`config.mk`:
```
export PLATFORM = sky130hd
export DESIGN_NAME = tl45_divider
export DESIGN_NICKNAME = d
export VERILOG_FILES = /design/src/rtl/tl45_divider.sv
export SDC_FILE = /design/constraint.sdc
export NUM_CORES = 1
export LEC_CHECK = 0
export ABC_AREA = 1
export BUFFER_PORTS_ARGS = -buffer_cell sky130_fd_sc_hd__buf_4
export CELL_PAD_IN_SITES_DETAIL_PLACEMENT = 1
export CELL_PAD_IN_SITES_GLOBAL_PLACEMENT = 2
export CORE_UTILIZATION = 35
export CTS_CLUSTER_DIAMETER = 40
export DETAILED_ROUTE_END_ITERATION = 16
export PLACE_DENSITY = 0.87
export SKIP_CTS_REPAIR_TIMING = 1
export SYNTH_ARGS = -nofsm -noshare
export SYNTH_HDL_FRONTEND = slang
export SYNTH_SLANG_ARGS = --single-unit
export TNS_END_PERCENT = 1
```
`constraint.sdc`:
```
create_clock -name i_clk -period 5.8 [get_ports i_clk]
set_input_delay 0 -clock i_clk [delete_from_list [all_inputs] [get_ports i_clk]]
set_output_delay 0 -clock i_clk [all_outputs]
set_load 0.005 [all_outputs]
```
`src/rtl/tl45_divider.sv`:
```
// tl45_divider: fixed-latency radix-2 restoring divider, signed or unsigned, with divide-by-zero flag
module tl45_divider #(
  parameter int W = 32
) (
  input  logic         i_clk,
  input  logic         i_reset_n,
  input  logic         i_wr,
  input  logic         i_signed,
  input  logic [W-1:0] i_numerator,
  input  logic [W-1:0] i_denominator,
  output logic         o_busy,
  output logic         o_valid,
  output logic         o_err,
  output logic [W-1:0] o_quotient,
  output logic [W-1:0] o_remainder
);
  localparam int CW = (W > 1) ? $clog2(W) : 1;
  localparam logic [CW-1:0] CNT_MAX = CW'(W - 1);
  typedef enum logic [1:0] {IDLE, CALC, FIXUP, DONE} state_t;
  state_t r_state, w_next;
  // r_pend marks the single alignment cycle right after capture: it keeps the
  // nonzero-divisor latency at W+2 busy cycles and delays divide-by-zero to DONE
  // one cycle later, without ever raising o_busy for the zero case.
  logic r_pend, r_qneg, r_rneg;
  logic [CW-1:0] r_cnt;
  logic [W-1:0] r_q, r_r, r_d;
  logic w_accept, w_zero, w_nneg, w_dneg;
  logic [W-1:0] w_nmag, w_dmag;
  logic [W:0] w_sh, w_diff;
  assign w_accept = (r_state == IDLE) && !r_pend && i_wr;
  assign w_zero   = (i_denominator == '0);
  assign w_nneg   = i_signed & i_numerator[W-1];
  assign w_dneg   = i_signed & i_denominator[W-1];
  assign w_nmag   = w_nneg ? -i_numerator : i_numerator;
  assign w_dmag   = w_dneg ? -i_denominator : i_denominator;
  assign w_sh     = {r_r, r_q[W-1]};
  assign w_diff   = w_sh - {1'b0, r_d};
  assign o_busy   = (r_state == CALC) || (r_state == FIXUP);
  assign o_valid  = (r_state == DONE);
  // State register
  always_ff @(posedge i_clk or negedge i_reset_n) begin
    if (!i_reset_n) r_state <= IDLE;
    else r_state <= w_next;
  end
  // Next-state: zero divisor skips straight to DONE after the alignment cycle
  always_comb begin
    w_next = r_state;
    case (r_state)
      IDLE:    w_next = r_pend ? DONE : (w_accept && !w_zero) ? CALC : IDLE;
      CALC:    w_next = (!r_pend && r_cnt == '0) ? FIXUP : CALC;
      FIXUP:   w_next = DONE;
      default: w_next = IDLE;
    endcase
  end
  // Operand capture, shift-subtract iterations and result write-back
  always_ff @(posedge i_clk or negedge i_reset_n) begin
    if (!i_reset_n) begin
      r_pend      <= 1'b0;
      r_qneg      <= 1'b0;
      r_rneg      <= 1'b0;
      r_cnt       <= '0;
      r_q         <= '0;
      r_r         <= '0;
      r_d         <= '0;
      o_err       <= 1'b0;
      o_quotient  <= '0;
      o_remainder <= '0;
    end else begin
      r_pend <= w_accept;
      if (w_accept) begin
        r_q         <= w_zero ? i_numerator : w_nmag;
        r_d         <= w_dmag;
        r_r         <= '0;
        r_cnt       <= CNT_MAX;
        r_qneg      <= w_nneg ^ w_dneg;
        r_rneg      <= w_nneg;
        o_err       <= 1'b0;
        o_quotient  <= '0;
        o_remainder <= '0;
      end
      if (r_state == IDLE && r_pend) begin
        o_err       <= 1'b1;
        o_quotient  <= '1;
        o_remainder <= r_q;
      end
      if (r_state == CALC && !r_pend) begin
        r_r   <= w_diff[W] ? w_sh[W-1:0] : w_diff[W-1:0];
        r_q   <= {r_q[W-2:0], ~w_diff[W]};
        r_cnt <= r_cnt - 1'b1;
      end
      if (r_state == FIXUP) begin
        o_quotient  <= r_qneg ? -r_q : r_q;
        o_remainder <= r_rneg ? -r_r : r_r;
      end
    end
  end
endmodule

```
* Yosys cells after proc, flatten, opt, wreduce, memory -nomap -nowiden
Index checks and enable logic that the tools add are counted.
Word-level totals: register bits 171, logic and storage cells 61, output and inout port bits 67, bits of input ports 68
Operators by class: reduce and logical (&&, ||, !) cells 15, multiplexer cells 22, add/sub/neg operators 6, equality and inequality tests 3, bitwise gates (word level) 4
Operators by type and width (count):
- 32-bit two-way mux | 14
- 32-bit negation | 4
- 33-bit by 32-bit subtractor with 33-bit output | 1
- 32-bit zero test | 1
- 5-bit two-way mux | 2
- 1-bit logical AND | 6
- 2-bit case mux with 3 select lines | 1
- 5-bit zero test | 1
- 5-bit by 1-bit subtractor with 5-bit output, second input constant | 1
- 2-bit equality test, second input constant | 2
- 2-bit two-way mux | 2
- 2-bit nonzero test | 2
- 1-bit two-way mux | 3
- 3-bit nonzero test | 1
- 1-bit AND | 2
- 2-bit by 1-bit equality test with 1-bit output, second input constant | 1
- 1-bit zero test | 2
- 2-bit zero test | 1
- 1-bit logical OR | 1
- 1-bit NOT | 1
- 1-bit XOR | 1

* Depth between registers and ports, before layout
word-level depth 7, gate-level depth with buffers 18, gate-level depth less buffers 17

* Least setup slack after synthesis
No wires, ideal clock.
kind reg2reg, from register r_q[31], to register r_r[10], setup slack 3.547 ns, period minus slack after synthesis 2.253 ns, cell stages (with the launch flop) 19, library setup time 0.117 ns, path buffers 1, required time 5.683 ns, data arrival time 2.136 ns, cells stage by stage dfrtp_1 -> inv_1 -> ha_1 -> fa_1 -> inv_1 -> nand2_1 -> nand2_1 -> nand3_1 -> nand2_2 -> nand2_2 -> nand2_2 -> nand2_2 -> nand2_2 -> nand2_4 -> nand2_4 -> buf_12 -> nand2_2 -> nand3_1 -> nand2_1
Between the ends: word-level cells in the longest chain between the ends 3
Ends and longest elaborated chain:
- from (decl) | RTL line 26 | logic [W-1:0] r_q, r_r, r_d;
- from (signal assigned) | RTL line 71 | r_q <= w_zero ? i_numerator : w_nmag;
- from (signal assigned) | RTL line 88 | r_q <= {r_q[W-2:0], ~w_diff[W]};
- 33-bit by 32-bit subtractor with 33-bit output | RTL line 37 | assign w_diff = w_sh - {1'b0, r_d};
- 32-bit two-way mux | RTL line 87 | r_r <= w_diff[W] ? w_sh[W-1:0] : w_diff[W-1:0];
- 32-bit two-way mux | RTL line 86 | if (r_state == CALC && !r_pend) begin
- to (signal assigned) | RTL line 87
- to (decl) | RTL line 26
No other way between the ends. A chain may end at the register's enable or synchronous reset.

* Worst setup path in the final report
from register r_r[28], to register r_r[24]
Between the ends: word-level cells in the longest chain between the ends 3
Ends and longest elaborated chain (RTL line):
- 33-bit by 32-bit subtractor with 33-bit output | 37
- 32-bit two-way mux | 87
- 32-bit two-way mux | 86
No other way between the ends.

==> flow_summary.ini <==
[outcome]
status = complete, but fails checks
violations = hold timing

[finish]
final_common_cell = nand2_1
syn2layout_area_growth_pct = 19.6
final_area_mm2 = 0.0157
drive_gt1_share_pct = 10.7
mostFrequentLayoutCells = 644 x nand2_1, 284 x inv_1, 243 x nand3_1
nets = 2322
diodes = 0

[floorplan]
coreArea_mm2 = 0.0368
die_height_um = 196
die_x_um = 196
dieArea_mm2 = 0.0384
initial_core_util_pct = 35.8
rows = 70
io_pins = 135

[route]
drc = 0
drt_first_pass_iters = 5
drt-initial-drc-count = 749
postRouteAntennaNets = 0
viasPerCell = 5.27
via_count = 14200
routed_wl_um = 51900
wl_per_cell_um = 19.3

[critical_path]
crit_path_start = r_r[28]$_DFFE_PN0P_
critPathLaunchType = flop
crit_type = reg2reg
r2r-start = r_r[28]$_DFFE_PN0P_
crit_required_ns = 6.14
worstPathMaxFanout = 15
endpoint_kind = flop
cp_data_arrival_time_ns = 3.22

[place]
hpwl_um = 40700
gp_congestion = 0.917
port_buffers = 134
detailed_place.area_mm2 = 0.0146

[timing]
min_period_over_period_pct = 49.6
max_freq_ghz = 0.347
skew_ns = 0.0106
finalSetupTns_ns = 0
rsz0062_at_grt = false
finalCriticalPeriod_ns = 2.88
worst_slew_pin_slew_ns = 1.20
finalMaxSlewViolations = 0
setup_viol = 0
hold_viol_final = 5
holdWs_ns = -0.0275
slew_headroom_pct = 20.2

[global_route]
grt_pass1_wl_um = 81900
grt_pass1_vias = 14300
antenna_found_initial = 0
grt_max_degree = 65
gr-total-overflow = 0
grt_usage_pct = 27.6

[clock_tree]
cts.sinks = 171
clock_tree.root_cell = clkbuf_16
clk_latency_ns = 0.45
numCtsBuffers = 17
cts_tree = yes
htreeDepth = 4
path_clk_slew_ns = 0.07
clk_path_buf_depth = 2

[power_and_ir_drop]
power-per-cell-area_mw_per_mm2 = 642
leakage_nw = 8.12
ir_worst_vdd_mv = 0.261

[logic_synthesis]
synthDistinctLibCells = 45
syn_area_mm2 = 0.0132
synth-seq-cells = 171
synthCells = 2056
ys_seq_area_share_pct = 32.5
yosys_warnings = 0
avgSynthCellArea_um2 = 6.40
syn_nets = 2166

[min_path]
hp-start = i_numerator[21]
hp-class = in2reg

[job]
max_cap_viol_count = 0
[logic make-up after synthesis]
kind of cell               Yosys count  synth area share (%)
adders and majority gates           42                  4.05
buffers and inverters              355                  10.4
DFF                                171                  32.5
AOI/OAI and AO/OA                  280                  12.4
and+or+nand+nor                   1172                  38.2
xor gates and xnor gates            36                  2.40
[worst paths after layout]
check	end	slack [ns]	depth (start not counted)
min reg2reg	r_d[29]$_DFFE_PN0P_	0.49	2
min	r_q[21]$_DFFE_PN0P_	-0.03	4
max in group asynchronous	r_d[25]$_DFFE_PN0P_	4.33	3
max reg2reg	r_r[24]$_DFFE_PN0P_	2.92	13
max	r_r[24]$_DFFE_PN0P_	2.92	13
min in group asynchronous	o_remainder[8]$_DFFE_PN0P_	0.13	2
[layer usage]
| layer | vias up | part of all wire, % | wire length (µm) | global-route usage [%] |
|---|---|---|---|---|
| li1 | 6939 | - | - | - |
| met2 | 281 | 48 | 25000 | 46.2 |
| met1 | 6912 | 46 | 24000 | 37.2 |
| met4 | 0 | 2.9 | 1520 | 8.62 |
| met5 | - | 0 | 0 | 0 |
| met3 | 66 | 2.7 | 1400 | 2.89 |
[cell usage after synthesis (all sizes together)]
library cell,n,area (µm²)
o221ai,7,61.3
nor4,4,25.0
o31ai,2,15.0
nand4,22,138
a41oi,1,8.76
o22ai,13,81.3
xor2,24,210
a211oi,1,7.51
dfrtp,171,4280
a31oi,7,43.8
nand3,246,1250
fa,1,20.0
and3,2,12.5
nand2,670,2590
ha,41,513
clkinv,2,7.51
clkbuf,41,154
and2,2,12.5
xnor2,12,105
a21o,2,15.0
nor3,23,120
o311ai,2,17.5
o21bai,16,120
nand3b,17,128
a22oi,2,15.0
o211ai,42,315
a21oi,77,393
buf,20,115
o21ai,108,541
or2,9,56.3
inv,292,1100
nor2,177,697
[per-stage QoR]
stage	std cells	utilization, %	setup slack [ns]	hold slack [ns]	power (mW)
detailed placement	2609	39.7	2.97	0.0446	8.79
global placement	2609	39.7	3.09	0.0431	8.60
floorplan	2056	-	3.55	-0.296	6.59
finish	2693	42.8	2.92	-0.0275	10.1
CTS	2641	41.4	2.94	-0.438	10.1
global route	2693	42.8	2.63	0.00352	11.1
[critical path, stage by stage (launching register included)]
cell	delay, ns
dfrtp_1	0.47
ha_1	0.44
nand2_1	0.11
nand2_1	0.07
inv_1	0.06
nor2_1	0.04
nor2_1	0.12
nand2_1	0.13
a21oi_2	0.25
nand3_1	0.40
nand2_2	0.43
nand2_1	0.12
nand3_1	0.09
nand2_1	0.06
[power by group]
part	leakage, nW	total [mW]	switching (mW)	internal [mW]
Combinational	5.65	6.55	4.38	2.17
Clock	0.293	1.25	0.548	0.699
Sequential	2.17	2.31	0.573	1.74
Total	8.12	10.1	5.50	4.60
[cell type report]
| type | count | area (µm²) |
|---|---|---|
| clock buffer | 18 | 439 |
| clock inverter | 14 | 183 |
| fill | 4844 | 21100 |
| inverter | 294 | 1100 |
| multi-input combinational | 1530 | 7520 |
| sequential | 171 | 4280 |
| tap | 468 | 586 |
| timing repair buffer | 198 | 1620 |
[registers in the layout, summed over array words and instances (netlist names)]
signal,cells
r_state,2
r_pend,1
r_q,32
o_quotient,32
r_r,32
o_remainder,32
r_cnt,5
r_rneg,1
r_qneg,1
o_err,1
r_d,32
Power figures use the tool's default switching activity.
